### src/rtl/if_stage_fetch_if.sv
// Instruction-memory bus between the fetch stage and the asynchronous ROM.
// The master drives the word address and the ROM returns data in the same cycle.
interface if_stage_fetch_if #(
  parameter int ADDR_W = 8,
  parameter int INST_W = 16
) ();
  logic [ADDR_W-1:0] imem_addr;
  logic [INST_W-1:0] imem_rdata;

  modport master (output imem_addr, input imem_rdata);
  modport slave  (input imem_addr, output imem_rdata);
endinterface

### src/rtl/if_stage_fetch.sv
// Instruction-fetch stage with IF/ID pipeline register for the 16-bit 5-stage datapath.
// Handles load-use stalls, taken-branch redirects with a flush bubble, and halt-opcode freeze.
module if_stage_fetch #(
  parameter int                 ADDR_W   = 8,
  parameter int                 INST_W   = 16,
  parameter logic [3:0]         HALT_OP  = 4'hF,
  parameter logic [INST_W-1:0]  NOP_INST = 16'h0000
) (
  input  logic                  clk,
  input  logic                  rst,
  input  logic                  stall,
  input  logic                  branch_taken,
  input  logic [ADDR_W-1:0]     branch_target,
  if_stage_fetch_if.master      imem,
  output logic [ADDR_W-1:0]     PCOUT,
  output logic [INST_W-1:0]     INST,
  output logic                  inst_valid,
  output logic                  halted,
  output logic [15:0]           fetch_count
);

  typedef enum logic [0:0] {
    ST_RUN  = 1'b0,
    ST_HALT = 1'b1
  } state_e;

  state_e            state_q, state_d;
  logic [ADDR_W-1:0] pc_q, pc_d;
  logic [ADDR_W-1:0] pcout_q, pcout_d;
  logic [INST_W-1:0] inst_q, inst_d;
  logic              valid_q, valid_d;
  logic [15:0]       count_q, count_d;
  logic              is_halt_op_s;

  // ROM address comes straight from the pc flop so stall/branch never reach it combinationally.
  assign imem.imem_addr = pc_q;
  assign is_halt_op_s   = (imem.imem_rdata[INST_W-1:INST_W-4] == HALT_OP);

  // Next-state: branch redirect beats stall, stall beats normal fetch or halt bubbles.
  always_comb begin
    state_d = state_q;
    pc_d    = pc_q;
    pcout_d = pcout_q;
    inst_d  = inst_q;
    valid_d = valid_q;
    count_d = count_q;
    if (branch_taken) begin
      pc_d    = branch_target;
      pcout_d = pc_q;
      inst_d  = NOP_INST;
      valid_d = 1'b0;
      state_d = ST_RUN;
    end else if (stall) begin
      state_d = state_q;
    end else begin
      case (state_q)
        ST_RUN: begin
          pcout_d = pc_q;
          inst_d  = imem.imem_rdata;
          valid_d = 1'b1;
          count_d = (count_q == 16'hFFFF) ? count_q : count_q + 16'd1;
          if (is_halt_op_s) begin
            pc_d    = pc_q;
            state_d = ST_HALT;
          end else begin
            pc_d    = pc_q + ADDR_W'(1);
            state_d = ST_RUN;
          end
        end
        ST_HALT: begin
          pcout_d = pc_q;
          inst_d  = NOP_INST;
          valid_d = 1'b0;
        end
        default: begin
          state_d = ST_RUN;
          inst_d  = NOP_INST;
          valid_d = 1'b0;
        end
      endcase
    end
  end

  // State and IF/ID register update with synchronous reset.
  always_ff @(posedge clk) begin
    if (rst) begin
      state_q <= ST_RUN;
      pc_q    <= '0;
      pcout_q <= '0;
      inst_q  <= NOP_INST;
      valid_q <= 1'b0;
      count_q <= 16'd0;
    end else begin
      state_q <= state_d;
      pc_q    <= pc_d;
      pcout_q <= pcout_d;
      inst_q  <= inst_d;
      valid_q <= valid_d;
      count_q <= count_d;
    end
  end

  assign PCOUT       = pcout_q;
  assign INST        = inst_q;
  assign inst_valid  = valid_q;
  assign halted      = (state_q == ST_HALT);
  assign fetch_count = count_q;

endmodule
### src/flat_wrapper.sv
// flat-port wrapper written by rule: the top's interface ports become plain ports
module if_stage_fetch_flat 
#(
  parameter int                 ADDR_W   = 8,
  parameter int                 INST_W   = 16,
  parameter logic [3:0]         HALT_OP  = 4'hF,
  parameter logic [INST_W-1:0]  NOP_INST = 16'h0000
)
  (clk, rst, stall, branch_taken, branch_target, PCOUT, INST, inst_valid, halted, fetch_count, imem_imem_addr, imem_imem_rdata);
  if_stage_fetch_if #(.ADDR_W(ADDR_W), .INST_W(INST_W)) imem_i ();
  input  logic clk;
  input  logic rst;
  input  logic stall;
  input  logic branch_taken;
  input  logic [ADDR_W-1:0] branch_target;
  output logic [ADDR_W-1:0] PCOUT;
  output logic [INST_W-1:0] INST;
  output logic inst_valid;
  output logic halted;
  output logic [15:0] fetch_count;
  output wire logic [$bits(imem_i.imem_addr)-1:0] imem_imem_addr;
  input wire logic [$bits(imem_i.imem_rdata)-1:0] imem_imem_rdata;
  assign imem_imem_addr = imem_i.imem_addr;
  assign imem_i.imem_rdata = imem_imem_rdata;
  if_stage_fetch #(.ADDR_W(ADDR_W), .INST_W(INST_W), .HALT_OP(HALT_OP), .NOP_INST(NOP_INST)) u_core (.clk(clk), .rst(rst), .stall(stall), .branch_taken(branch_taken), .branch_target(branch_target), .imem(imem_i), .PCOUT(PCOUT), .INST(INST), .inst_valid(inst_valid), .halted(halted), .fetch_count(fetch_count));
endmodule
### config.mk
export PLATFORM = sky130hd
export DESIGN_NAME = if_stage_fetch_flat
export DESIGN_NICKNAME = d
export VERILOG_FILES = /design/src/rtl/if_stage_fetch_if.sv /design/src/rtl/if_stage_fetch.sv /design/src/flat_wrapper.sv
export SDC_FILE = /design/constraint.sdc
export NUM_CORES = 1
export LEC_CHECK = 0
export ABC_AREA = 1
export CORE_MARGIN = 2
export CORE_UTILIZATION = 40
export CTS_CLUSTER_SIZE = 14
export DETAILED_ROUTE_END_ITERATION = 6
export GPL_ROUTABILITY_DRIVEN = 0
export PLACE_DENSITY = 0.72
export SLEW_MARGIN = 20
export SYNTH_ARGS = -nofsm -noshare
export SYNTH_HDL_FRONTEND = slang
export SYNTH_SLANG_ARGS = --single-unit
### constraint.sdc
create_clock -name clk -period 3.82 [get_ports clk]
set_input_delay 0.382 -clock clk [delete_from_list [all_inputs] [get_ports clk]]
set_output_delay 0.382 -clock clk [all_outputs]
set_load 0.1 [all_outputs]
==> results of run 1 <==
## area by class of cell
class	instances	area [um^2]
flip-flops and latches	50	1000
clock inverters	3	21.3
multi-input cells	243	1150
fillers	535	2350
well taps	72	90.1
repair buffers	77	771
inverters	23	86.3
clock buffers	5	68.8
## sequential cells by signal, indices dropped and copies added (netlist names)
register / cells
u_core.inst_valid: 1
u_core.halted: 1
u_core.INST: 16
u_core.fetch_count: 16
u_core.imem.imem_addr: 8
u_core.PCOUT: 8
## power by group through the flow
| stage | clock [mW] | sequential [mW] | combinational [mW] |
|---|---|---|---|
| floorplan | 0 | 0.711 | 0.0698 |
| global placement | 0 | 0.569 | 0.289 |
| detailed placement | 0 | 0.569 | 0.291 |
| CTS | 0.322 | 0.557 | 0.292 |
| global route | 0.344 | 0.560 | 0.308 |
| finish | 0.313 | 0.557 | 0.291 |
## how the worst min path moves through the flow
stage	slack (ns)	end	startpoint
after detailed placement	0.46	u_core.INST[15]$_SDFFE_PP0N_	u_core.INST[15]$_SDFFE_PP0N_
after global routing	0.49	u_core.inst_valid$_SDFFE_PP0N_	u_core.inst_valid$_SDFFE_PP0N_
after CTS	0.47	u_core.INST[15]$_SDFFE_PP0N_	u_core.INST[15]$_SDFFE_PP0N_
after global placement	0.44	u_core.INST[15]$_SDFFE_PP0N_	u_core.INST[15]$_SDFFE_PP0N_
after floorplan	0.52	u_core.INST[0]$_SDFFE_PP0N_	imem_imem_rdata[0]
final	0.47	u_core.INST[15]$_SDFFE_PP0N_	u_core.INST[15]$_SDFFE_PP0N_
## per-layer routing
metal	share of wire [%]	vias up
met5	0	-
met4	1.1	0
met3	5.6	5
met2	45	63
met1	48	1068
li1	-	1210
## cells by family (layout without fill, tap and decap cells)
family                   after synthesis  count (layout)
AO/OA/AOI/OAI                         61              61
XOR/XNOR                               6               6
adder cells (fa/ha/maj)                2               2
buffers and inverters                 35             108
flip-flops                            50              50
AND/OR/NAND/NOR                      174             174
## cell usage in the layout, fill, tap and decap left out
cell type and n:
nand4_1 5, nand2_1 91, xor2_1 3, clkinv_2 1, a211oi_1 2, nand2_4 2, inv_2 3, clkinvlp_4 1
clkdlybuf4s50_1 77, nand2_2 1, nor2_2 1, dfxtp_1 50, ha_1 2, and2_1 1, o21ai_0 16, clkbuf_8 5
xnor2_1 3, a31oi_1 1, nor2_1 44, clkinv_4 1, o21ai_4 1, o21ai_1 2, inv_1 20, nand3_2 1
nand3_1 25, nor2_4 3, a21oi_1 39
## per-stage QoR
stage                     std cells  power, mW
after floorplan                 328      0.781
after global placement          465      0.857
after detailed placement        465      0.861
after CTS                       473       1.17
after global routing            473       1.21
final                           473       1.16
==> metrics.txt, run 1 <==
sequence of cells on the critical path clkdlybuf4s50_1; share of synthesized cell area in full adder, half adder and majority cells 1.09%; critical setup path kind reg2out; required time at the endpoint of the critical path 3.44 ns; global routing usage on met1 27.2%; mux cell area share after synthesis 0%; clock-pin slew on the worst setup and hold paths 0.10 ns; area post-placement 3100 um^2; final worst path period need about 2.3 ns; critical path depth 1; unrepaired setup endpoints after global routing no; worst setup skew after layout 0.00972 ns; post-route antenna net violation count 0; GR met2 Demand/Resource about 28%; share of the synthesized area in compound gates (AO/OA/AOI/OAI) 14.0%; Critical R2R Launch u_core.fetch_count[0]$_SDFFE_PP0P_; CP bufs+invs 1; combinational family with the most area after synthesis simple AND/OR/NAND/NOR gates; normalized max-slew margin 33.8%; DRC 0; overall die width 79.9 um; Simple-Gate Fraction of Synth Area 32.5%; average footprint of a synthesized cell 7.03 um^2; minimum setup slack among reg-to-reg paths about 2.1 ns; internal power component between 0.7 and 0.8 mW; launching instance or port of the critical path u_core.fetch_count[14]$_SDFFE_PP0P_; net switching power figure 0.412 mW; minimum setup slack in the final design 1.49 ns; ratio of total power to cell area 364 nW/um^2; Finished Cell Area 3190 um^2; growth of design area from synthesis to finish 38.3%; number of setup buffers added after CTS 0; maximum clock insertion buffer count 2; pin count of the biggest net entering global routing 25; global-route wire length before repair 9650 um; Via density 4.96; outcome finished, final reports clean; Final Routed Wirelength 5790 um; Yosys top cell area share 43.4%; core occupancy in the finished layout 57.5%; worst hold path depth 2; Worst Setup End Kind output pin; # port buffers 77; effective utilization at floorplan 41.6%; Core Footprint 5540 um^2; number of global-route vias before repair 2,061; fraction of final layout cells sized beyond drive strength 1 roughly 5%; clock tree from TritonCTS built; most used routing layer met2; Final Setup Violations 0; top cells by area in the synthesized netlist dfxtp_1 43%, nand2_1 15%, a21oi_1 8.5%, nor2_1 7.2%, nand3_1 5.4%; number of max-capacitance violations reported 0; hold buffers post-CTS 0; standard-cell row count 27; depth of the worst register-to-register path 8; average routed wire per standard cell between 10 and 15 um; sequential fraction of design power 48.0%; detailed-route via count 2,346; number of pins with negative max-slew slack in the final report 0; post-route setup TNS 0 ns; biggest fanout along the worst timing path 6; net switching fraction of the power between 30% and 40%; Async S/R FF share, synth 0%; Post-Synthesis Net Count 358; hold violation total from the final report 0; initial antenna violation count 0; unique cell type count in the Yosys netlist 26; area of the mapped netlist 2300 um^2; number of top-level design ports 78; setup slack after placement 1.30 ns; Hold/Removal Path Class reg2reg; post-synthesis cell count 328; Max rail drop VDD 168 uV; total routing usage reported by global routing between 10% and 20%; floorplan die area between 6000 and 7000 um^2; CTS Root Buffer Type clkbuf_8; cell type group with the largest total delay on the critical path buffers and inverters; delay of the slowest cell on the worst path 1.18 ns; number of design-rule violations left by the first detailed-router iteration 120; P_leak 1.18 nW; cell type with the highest aggregate area in the netlist dfxtp_1; terminus of the critical flop-to-flop path u_core.fetch_count[1]$_SDFFE_PP0P_; measured slew at the worst slew-check pin 0.989 ns; dominant synthesized flop cell dfxtp_1; estimated wirelength of the detail-placed design 4220 um; Max Clk Rate 429 MHz; endpoint of the worst setup timing path fetch_count[14]; share of the synthesized netlist area taken by xor and xnor gates 2.28%; number of flops mapped to enable cells by yosys 0; total number of yosys warnings 0; total clock buffers created by CTS 5; count of inserted antenna diode cells 0; depth of the CTS H-tree 2; insertion delay of the later-clocked pin in the worst-skew pair 0.31 ns; commonest cells in the synthesized netlist 91 x nand2_1, 50 x dfxtp_1, 44 x nor2_1; sequential element share of the synthesized area 43.4%; Nets 430; final worst path period share slightly above 60%; dominant cell by count in the synthesized netlist nand2_1; critical path startpoint category flop; sum of overflow across all layers after global routing 0; total number of clock tree sinks 50; Fin Hold WS 0.466 ns; die extent in y 79.9 um; number of gates resized after CTS 0; Comb power frac 25.1%; met3 usage 3.28%; Arrival @ worst endpoint roughly 2.0 ns; number of iterations in the first detailed-routing pass 4; post-synthesis sequential element count 50; part of the total power dissipated in the clock network 26.9%; cell with the biggest individual delay on the critical path clkdlybuf4s50_1
No activity file was read; power rests on OpenSTA's default activity.
==> run 2: changes to the inputs <==
clock period = 2.2 ns   (was 3.82 ns; I/O delays follow)
==> run 2 against run 1 <==
Against the previous run: non-clock buffer count is 6 higher; die area stayed put; clock power is 110% higher; wire length is 3.4% lower; clock-buffer cell count is 1 higher; via count is 0.55% higher; setup slack worse by 0.92 ns; clock skew is 0.0021 ns lower; utilization is 0.99 points lower.
==> metrics.txt, run 2 (synthesized netlist as in run 1, its figures left out) <==
outcome finished, final reports clean; critical path startpoint category flop; growth of design area from synthesis to finish 35.9%; DRC 0 (unchanged); Max rail drop VDD 277 uV (+64%); met3 usage 3.62% (+0.34 points); Worst Setup End Kind flop; ratio of total power to cell area 676 nW/um^2 (+85%); floorplan die area 6380 um^2 (unchanged); number of max-capacitance violations reported 0 (unchanged); total clock buffers created by CTS 5 (unchanged); cell with the biggest individual delay on the critical path dfxtp_2; sequence of cells on the critical path ha_1 > inv_2 > nor2_4 > nand3_2 > nand2_4 > nand2_4 > a21oi_1 > nor2_1; effective utilization at floorplan 41.6% (unchanged); maximum clock insertion buffer count 2 (unchanged); worst setup skew after layout 0.00760 ns (-0.00212 ns); sum of overflow across all layers after global routing 0 (unchanged); detailed-route via count 2,359 (+0.55%); delay of the slowest cell on the worst path 0.37 ns (-0.81 ns); GR met2 Demand/Resource 31.7% (+3.2 points); pin count of the biggest net entering global routing 24 (-4.0%); total routing usage reported by global routing 18.3% (-0.47 points); critical setup path kind reg2reg; fraction of final layout cells sized beyond drive strength 1 19.0% (+14 points); insertion delay of the later-clocked pin in the worst-skew pair 0.29 ns (-0.02 ns); initial antenna violation count 0 (unchanged); # port buffers 77 (unchanged); number of top-level design ports 78 (unchanged); Finished Cell Area 3130 um^2 (-1.7%); required time at the endpoint of the critical path 2.39 ns (-1.05 ns); number of setup buffers added after CTS 0 (unchanged); most common library cell in the layout ignoring fill and taps nand2_1; hold buffers post-CTS 0 (unchanged); unrepaired setup endpoints after global routing no; clock tree from TritonCTS built; depth of the CTS H-tree 2 (unchanged); normalized max-slew margin 77.0% (+43 points); P_leak 1.31 nW (+11%); Layout fillers 528 (-1.3%); number of iterations in the first detailed-routing pass 4 (unchanged); Final Setup Violations 0 (unchanged); die extent in y 79.9 um (unchanged); standard-cell row count 27 (unchanged); most used cells in the layout excluding fill and tap cells 91 x nand2_1, 56 x buf_4, 48 x dfxtp_1; global routing usage on met1 23.3% (-3.9 points); CP most frequent cell nand2_4; most used routing layer met2; total number of clock tree sinks 50 (unchanged); Placed Instances 471 (+1.3%); total power draw 2.12 mW (+82%); count of inserted antenna diode cells 0 (unchanged); Via density 4.94 (-0.50%); area post-placement 3020 um^2 (-2.5%); setup slack after placement 0.438 ns (-0.858 ns); Core Footprint 5540 um^2 (unchanged); average routed wire per standard cell 11.7 um (-4.4%); final worst path period need approximately 1.6 ns; CTS Root Buffer Type clkbuf_8; minimum setup slack in the final design 0.566 ns (-0.922 ns); estimated wirelength of the detail-placed design 4160 um (-1.5%); Final Routed Wirelength 5590 um (-3.4%); number of global-route vias before repair 2,136 (+3.6%); clock-pin slew on the worst setup and hold paths 0.09 ns (about the same); number of cells in the finished layout apart from fillers 478 (+1.1%); Arrival @ worst endpoint 1.82 ns (-0.13 ns); final worst path period share roughly three quarters; post-route antenna net violation count 0 (unchanged); number of design-rule violations left by the first detailed-router iteration 100 (-17%); measured slew at the worst slew-check pin 0.343 ns (-0.646 ns); hold violation total from the final report 0 (unchanged); biggest fanout along the worst timing path 23 (+17); Hold/Removal Path Class reg2reg; post-route setup TNS 0 ns (unchanged); Max Clk Rate 612 MHz; overall die width 79.9 um (unchanged); number of pins with negative max-slew slack in the final report 0 (unchanged); Nets 436 (+1.4%); number of gates resized after CTS 0 (unchanged); global-route wire length before repair 9480 um (-1.7%)
[run 2: layout make-up]
type / instances / area [um^2] / area share [%]
flip-flops and latches: 50 / 1000 / 32.0
clock buffers: 6 / 82.6 / 2.64
repair buffers: 83 / 691 / 22.1
well taps: 72 / 90.1 / 2.88
multi-input cells: 243 / 1150 / 36.7
inverters: 23 / 86.3 / 2.76
clock inverters: 1 / 30.0 / 0.959
[run 2: where the power goes]
part	leakage, nW	internal [mW]	total (mW)	switching, mW
clock	0.0573	0.364	0.648	0.284
combinational	0.845	0.131	0.499	0.368
sequential	0.409	0.940	0.969	0.0291
[run 2: layer usage]
metal / vias to the layer above / part of all wire, %
li1: 1221 / -
met1: 1075 / 47
met2: 57 / 46
met3: 6 / 5.9
met4: 0 / 0.98
met5: - / 0
[run 2: per-stage QoR]
stage                     hold WS, ns  utilization [%]
after floorplan                 0.363                -
after global placement          0.444             54.5
after detailed placement        0.450             54.5
after CTS                       0.456             56.5
after global routing            0.457             56.5
final                           0.457             56.5
[run 2: critical path, delay by kind of cell, from the launching register on]
kind / cells / cell delay (ns)
flops: 1 / 0.37
simple gates: 5 / 0.63
compound gates: 1 / 0.18
fa+ha+maj: 1 / 0.28
buf+inv: 1 / 0.07
[run 2: final timing paths]
kind / start / endpoint / slack [ns] / cells past startpoint
worst max-delay path: u_core.fetch_count[0]$_SDFFE_PP0P_ / u_core.fetch_count[9]$_SDFFE_PP0P_ / 0.57 / 8
worst min-delay path: u_core.INST[15]$_SDFFE_PP0N_ / u_core.INST[15]$_SDFFE_PP0N_ / 0.46 / 2
worst max register to register: u_core.fetch_count[0]$_SDFFE_PP0P_ / u_core.fetch_count[9]$_SDFFE_PP0P_ / 0.57 / 8
worst min register to register: u_core.INST[15]$_SDFFE_PP0N_ / u_core.INST[15]$_SDFFE_PP0N_ / 0.46 / 2
==> run 3: changes to the inputs <==
PLACE_DENSITY = 0.74   (was 0.72)
clock period = 1.5 ns   (was 2.2 ns; I/O delays follow)
==> run 3 against run 2 <==
Against the previous run: setup slack got worse by 0.50 ns; largest cell class is now non-clock buffers; highest routed layer unchanged; clock skew increased by 0.0038 ns; utilization increased by 16 points; via count increased by 6.8%; final cell count increased by 2.9%.
==> metrics.txt, run 3 (synthesized netlist as in run 1, its figures left out) <==
number of top-level design ports 78 (unchanged); post-route antenna net violation count 0 (unchanged); insertion delay of the later-clocked pin in the worst-skew pair 0.31 ns (+0.02 ns); die extent in y 79.9 um (unchanged); # port buffers 77 (unchanged); number of design-rule violations left by the first detailed-router iteration 119 (+19%); fraction of final layout cells sized beyond drive strength 1 28.1% (+9.1 points); worst setup skew after layout 0.0114 ns (+0.00382 ns); maximum clock insertion buffer count 2 (unchanged); detailed-route via count 2,520 (+6.8%); Max rail drop VDD 483 uV (+74%); post-route setup TNS 0 ns (unchanged); required time at the endpoint of the critical path 1.70 ns (-0.69 ns); Core Footprint 5540 um^2 (unchanged); P_leak 1.55 nW (+18%); minimum setup slack among reg-to-reg paths 0.06 ns (-0.50 ns); overall die width 79.9 um (unchanged); count of inserted antenna diode cells 0 (unchanged); total routing usage reported by global routing 21.5% (+3.2 points); Worst Setup End Kind flop; clock tree from TritonCTS built; Layout fillers 405 (-23%); critical path startpoint category flop; standard-cell row count 27 (unchanged); sum of overflow across all layers after global routing 0 (unchanged); hold violation total from the final report 0 (unchanged); number of iterations in the first detailed-routing pass 4 (unchanged); outcome finished, final reports clean; number of global-route vias before repair 2,373 (+11%); final worst path period share 95.7% (+21 points); Hold/Removal Path Class in2reg; number of max-capacitance violations reported 0 (unchanged); Via density 5.12 (+3.8%); CTS Root Buffer Type clkbuf_8; pin count of the biggest net entering global routing 24 (unchanged); DRC 0 (unchanged); critical setup path kind reg2reg; clock-pin slew on the worst setup and hold paths 0.09 ns (about the same); estimated wirelength of the detail-placed design 4960 um (+19%); depth of the worst register-to-register path 8 (unchanged); average routed wire per standard cell 13.9 um (+18%); growth of design area from synthesis to finish 73.3%; floorplan die area 6380 um^2 (unchanged); measured slew at the worst slew-check pin 0.334 ns (-0.00940 ns); ratio of total power to cell area 806 nW/um^2 (+19%); setup slack after placement -0.0798 ns (-0.517 ns); most common library cell in the layout ignoring fill and taps nand2_1; minimum setup slack in the final design 0.0650 ns (-0.501 ns); biggest fanout along the worst timing path 11 (-52%); global-route wire length before repair 10,900 um (+15%); Nets 449 (+3.0%); effective utilization at floorplan 41.6% (unchanged); normalized max-slew margin 77.7% (+0.69 points); worst hold path depth 3 (+1); Final Routed Wirelength 6820 um (+22%); most used cells in the layout excluding fill and tap cells 91 x nand2_1, 51 x buf_12, 43 x nor2_1; depth of the CTS H-tree 2 (unchanged); hold buffers post-CTS 0 (unchanged); Max Clk Rate 697 MHz (+14%); number of pins with negative max-slew slack in the final report 0 (unchanged); total clock buffers created by CTS 5 (unchanged); Final Setup Violations 0 (unchanged); final worst path period need 1.44 ns (-0.199 ns); initial antenna violation count 0 (unchanged); total number of clock tree sinks 50 (unchanged); Arrival @ worst endpoint 1.63 ns (-0.19 ns)
## run 3: cell types whose count changed in the layout (fill, tap and decap cells not counted), sizes merged
cell    before  now
nand2       94   95
buf         56   68
bufinv       1    0
clkbuf       6    8
## run 3: worst paths after layout
kind / end / startpoint
setup / recovery: u_core.fetch_count[15]$_SDFFE_PP0P_ / u_core.fetch_count[0]$_SDFFE_PP0P_
hold / removal: u_core.INST[5]$_SDFFE_PP0N_ / imem_imem_rdata[5]
setup reg to reg: u_core.fetch_count[15]$_SDFFE_PP0P_ / u_core.fetch_count[0]$_SDFFE_PP0P_
hold reg to reg: u_core.INST[1]$_SDFFE_PP0N_ / u_core.INST[1]$_SDFFE_PP0N_
## run 3: what timing repair did
action                                  4_1_cts  5_1_grt
resized for setup                             0        9
buffers inserted                              0        5
endpoints found under the setup margin        0       14
## run 3: metrics by stage
stage / hold WS [ns] / power [mW] / instances / utilization, % / cell area (um^2)
2_1_floorplan: 0.293 / 1.97 / 328 / - / 2390
3_3_place_gp: 0.480 / 2.33 / 478 / 68.5 / 3800
3_5_place_dp: 0.494 / 2.35 / 478 / 68.5 / 3800
4_1_cts: 0.390 / 3.21 / 486 / 70.3 / 3900
5_1_grt: 0.409 / 3.34 / 492 / 72.1 / 3990
6_report: 0.398 / 3.22 / 492 / 72.1 / 3990
## run 3: cell type report
type | instances | area, um^2 | area share [%]
timing repair buffer | 95 | 1420 | 35.6
multi-input combinational | 244 | 1220 | 30.5
sequential | 50 | 1080 | 27.0
clock buffer | 8 | 101 | 2.54
tap | 72 | 90.1 | 2.26
inverter | 23 | 86.3 | 2.16
## run 3: worst max-delay path: stages (launching register included)
cell	delay (ns)
dfxtp_4	0.38
ha_4	0.17
inv_2	0.05
nor2_4	0.17
nand3_4	0.13
nand2_8	0.12
nand2_4	0.11
a21oi_2	0.15
nor2_1	0.06
## run 3: report_power, final
| part | total [mW] | internal (mW) | switching (mW) |
|---|---|---|---|
| Sequential | 1.43 | 1.36 | 0.0692 |
| Combinational | 0.919 | 0.352 | 0.567 |
| Clock | 0.874 | 0.433 | 0.441 |
| Total | 3.22 | 2.14 | 1.08 |
## run 3: metal layers
layer / global-route usage [%] / up-vias / share of wire [%]
met4: 7.12 / 0 / 1.1
met2: 37.2 / 83 / 50
met3: 4.41 / 7 / 6.5
li1: - / 1243 / -
met1: 26.5 / 1187 / 42
met5: 0 / - / 0
==> edit, RTL diff (config.mk and constraints of run 3) <==
`pc_q` no longer has a reset.
--- a/src/rtl/if_stage_fetch.sv
+++ b/src/rtl/if_stage_fetch.sv
@@ -86,5 +86,4 @@
     if (rst) begin
       state_q <= ST_RUN;
-      pc_q    <= '0;
       pcout_q <= '0;
       inst_q  <= NOP_INST;
@@ -93,5 +92,4 @@
     end else begin
       state_q <= state_d;
-      pc_q    <= pc_d;
       pcout_q <= pcout_d;
       inst_q  <= inst_d;
@@ -99,4 +97,8 @@
       count_q <= count_d;
     end
+  end
+
+  always_ff @(posedge clk) begin
+    pc_q <= pc_d;
   end
 
Behaviour: not the same (Yosys sat finds a counterexample within 4 cycles, from zero or initial values and one cycle with rst high).
==> edit against run 3 <==
Die area up 2.0%; setup slack better by 0.040 ns; total power up 3.3%; sequential cell count unchanged; cell count up 1.4%; area after synthesis up 2.1%; non-clock buffer count up 19; highest routed layer unchanged; global-route usage down 1.0 points; first-iteration DRC count down 41%; worst hold slack worse by 0.0024 ns; sequential power up 5%; largest cell class unchanged; cell area up 4.9%; wire length down 8.2%.
==> edit: results (changes against run 3) <==
Global route
  • Met1 layer usage reported by global route: 23.1% (-3.4 points)
  • Met2 Use GR: 36.6% (-0.58 points)
  • Overall routing resource usage: 20.5% (-1.0 points)
  • Largest net degree at the start of global routing: 20 (-17%)
  • Wire length of the first global-routing pass: 10400 um (-4.7%)
  • M3 GR Usage: 6.63% (+2.2 points)

Run status
  • Outcome: complete, no violations

Yosys
  • Net count after synthesis: 345 (-3.6%)
  • Gate count after technology mapping: 315 (-4.0%)
  • Fraction of the yosys area taken by sequential cells: 45.9% (+2.5 points)
  • Area fraction in compound gates after synthesis: 14.5% (+0.45 points)
  • Largest cells by area after synthesis: sky130_fd_sc_hd__dfxtp_1, sky130_fd_sc_hd__nand2_1, sky130_fd_sc_hd__edfxtp_1
  • Most frequent cells after synthesis: sky130_fd_sc_hd__nand2_1, sky130_fd_sc_hd__dfxtp_1, sky130_fd_sc_hd__nor2_1, sky130_fd_sc_hd__a21oi_1, sky130_fd_sc_hd__inv_1
  • Parity-gate share of the synthesized area counting xor and xnor cells: 2.60% (+0.32 points)
  • Post-synthesis share of cell area spent on full adders, half adders and majority gates: 1.06% (-0.023 points)
  • Count of unique library cells instantiated by Yosys: 28 (+7.7%)
  • Number of flops mapped to enable cells by yosys: 8 (+8)

Drt
  • Sum of met3 wire segment lengths after detailed routing: 408 um (-8.5%)
  • Iteration-0 DRC Markers: 70 (-41%)
  • Routed met1 length: 2510 um (-13%)
  • Total wirelength of the detailed-routed design: 6250 um (-8.2%)
  • Routed wl met2: 3250 um (-5.0%)

Power and ir drop
  • VDD IR max: 580 uV (+20%)
  • Reported leakage power: 0.00166 uW (+7.6%)
  • Cell-internal power: 2140 uW (about the same)

Critical path
  • Capture point of the worst path: u_core.imem.imem_addr[7]$_DFFE_PP_
  • Origin of the worst setup path: u_core.imem.imem_addr[2]$_DFFE_PP_
  • Data arrival at the endpoint of the critical path: 1.44 ns (-0.19 ns)
  • Maximum net fanout on the critical path: 6 (-5)
  • Worst R2R Setup Slack: 0.10 ns (+0.04 ns)
  • Cell depth of the worst flop-to-flop path: 5 (-3)

Timing
  • Rel. slew slack: 78.4% (+0.67 points)

Placement
  • Detailed-placement wirelength estimate: 4960 um (about the same)
  • Instance count after placement with tap cells included: 489 (+2.3%)

Min path
  • Capture endpoint of the worst hold path: u_core.INST[4]$_SDFFE_PP0N_
  • Worst hold path startpoint: imem_imem_rdata[4]

Layout
  • # nets final: 456 (+1.6%)
  • Fillers: 382 (-5.7%)

Clock tree
  • Reg clk slew, reported paths: 0.09 ns (about the same)
==> edit: cell types whose count changed after synthesis, moves of 8 or more <==
cell                       delta
sky130_fd_sc_hd__nand3_1     -12
sky130_fd_sc_hd__nand2_1     +11
sky130_fd_sc_hd__a21oi_1     -10
sky130_fd_sc_hd__a21oi_2     +10
sky130_fd_sc_hd__nor2_1       -9
sky130_fd_sc_hd__dfxtp_1      -8
sky130_fd_sc_hd__edfxtp_1     +8
==> edit: worst max-delay path, stage by stage (launching register included) <==
cell and delay, ns:
sky130_fd_sc_hd__edfxtp_1 0.52, sky130_fd_sc_hd__nand3_2 0.14, sky130_fd_sc_hd__nor2_2 0.17, sky130_fd_sc_hd__nand3_1 0.09, sky130_fd_sc_hd__a21oi_1 0.15, sky130_fd_sc_hd__a21oi_1 0.08
==> edit: cell type report <==
type	instances	share of cell area, %
clock buffer	6	1.73
clock inverter	2	0.239
inverter	22	1.97
multi-input combinational	233	28.8
sequential	50	27.2
tap	72	2.15
timing repair buffer	114	37.9
==> edit: per-stage QoR <==
step	area (um^2)	util, %	setup WS, ns	hold WS, ns	power, uW
after floorplan	2480	-	-0.478	0.209	2130
after global placement	4080	72.7	-0.0239	0.480	2580
after detailed placement	4080	72.7	-0.0915	0.489	2590
after CTS	4190	74.6	0.102	0.388	3350
after global routing	4190	74.7	0.00845	0.401	3460
final	4190	74.7	0.105	0.395	3320
==> edit: power by group through the flow <==
stage / sequential (uW) / clock, uW / combinational, uW
CTS: 1500 / 777 / 1080
global placement: 1520 / 0 / 1060
detailed placement: 1530 / 0 / 1070
global route: 1500 / 834 / 1120
finish: 1500 / 752 / 1080
floorplan: 1960 / 0 / 173
==> edit: what timing repair did <==
item | in CTS | in global routing
setup buffers | 2 | 0
pin swaps | 1 | 0
setup endpoints to repair | 5 | 2
resized for setup | 0 | 1
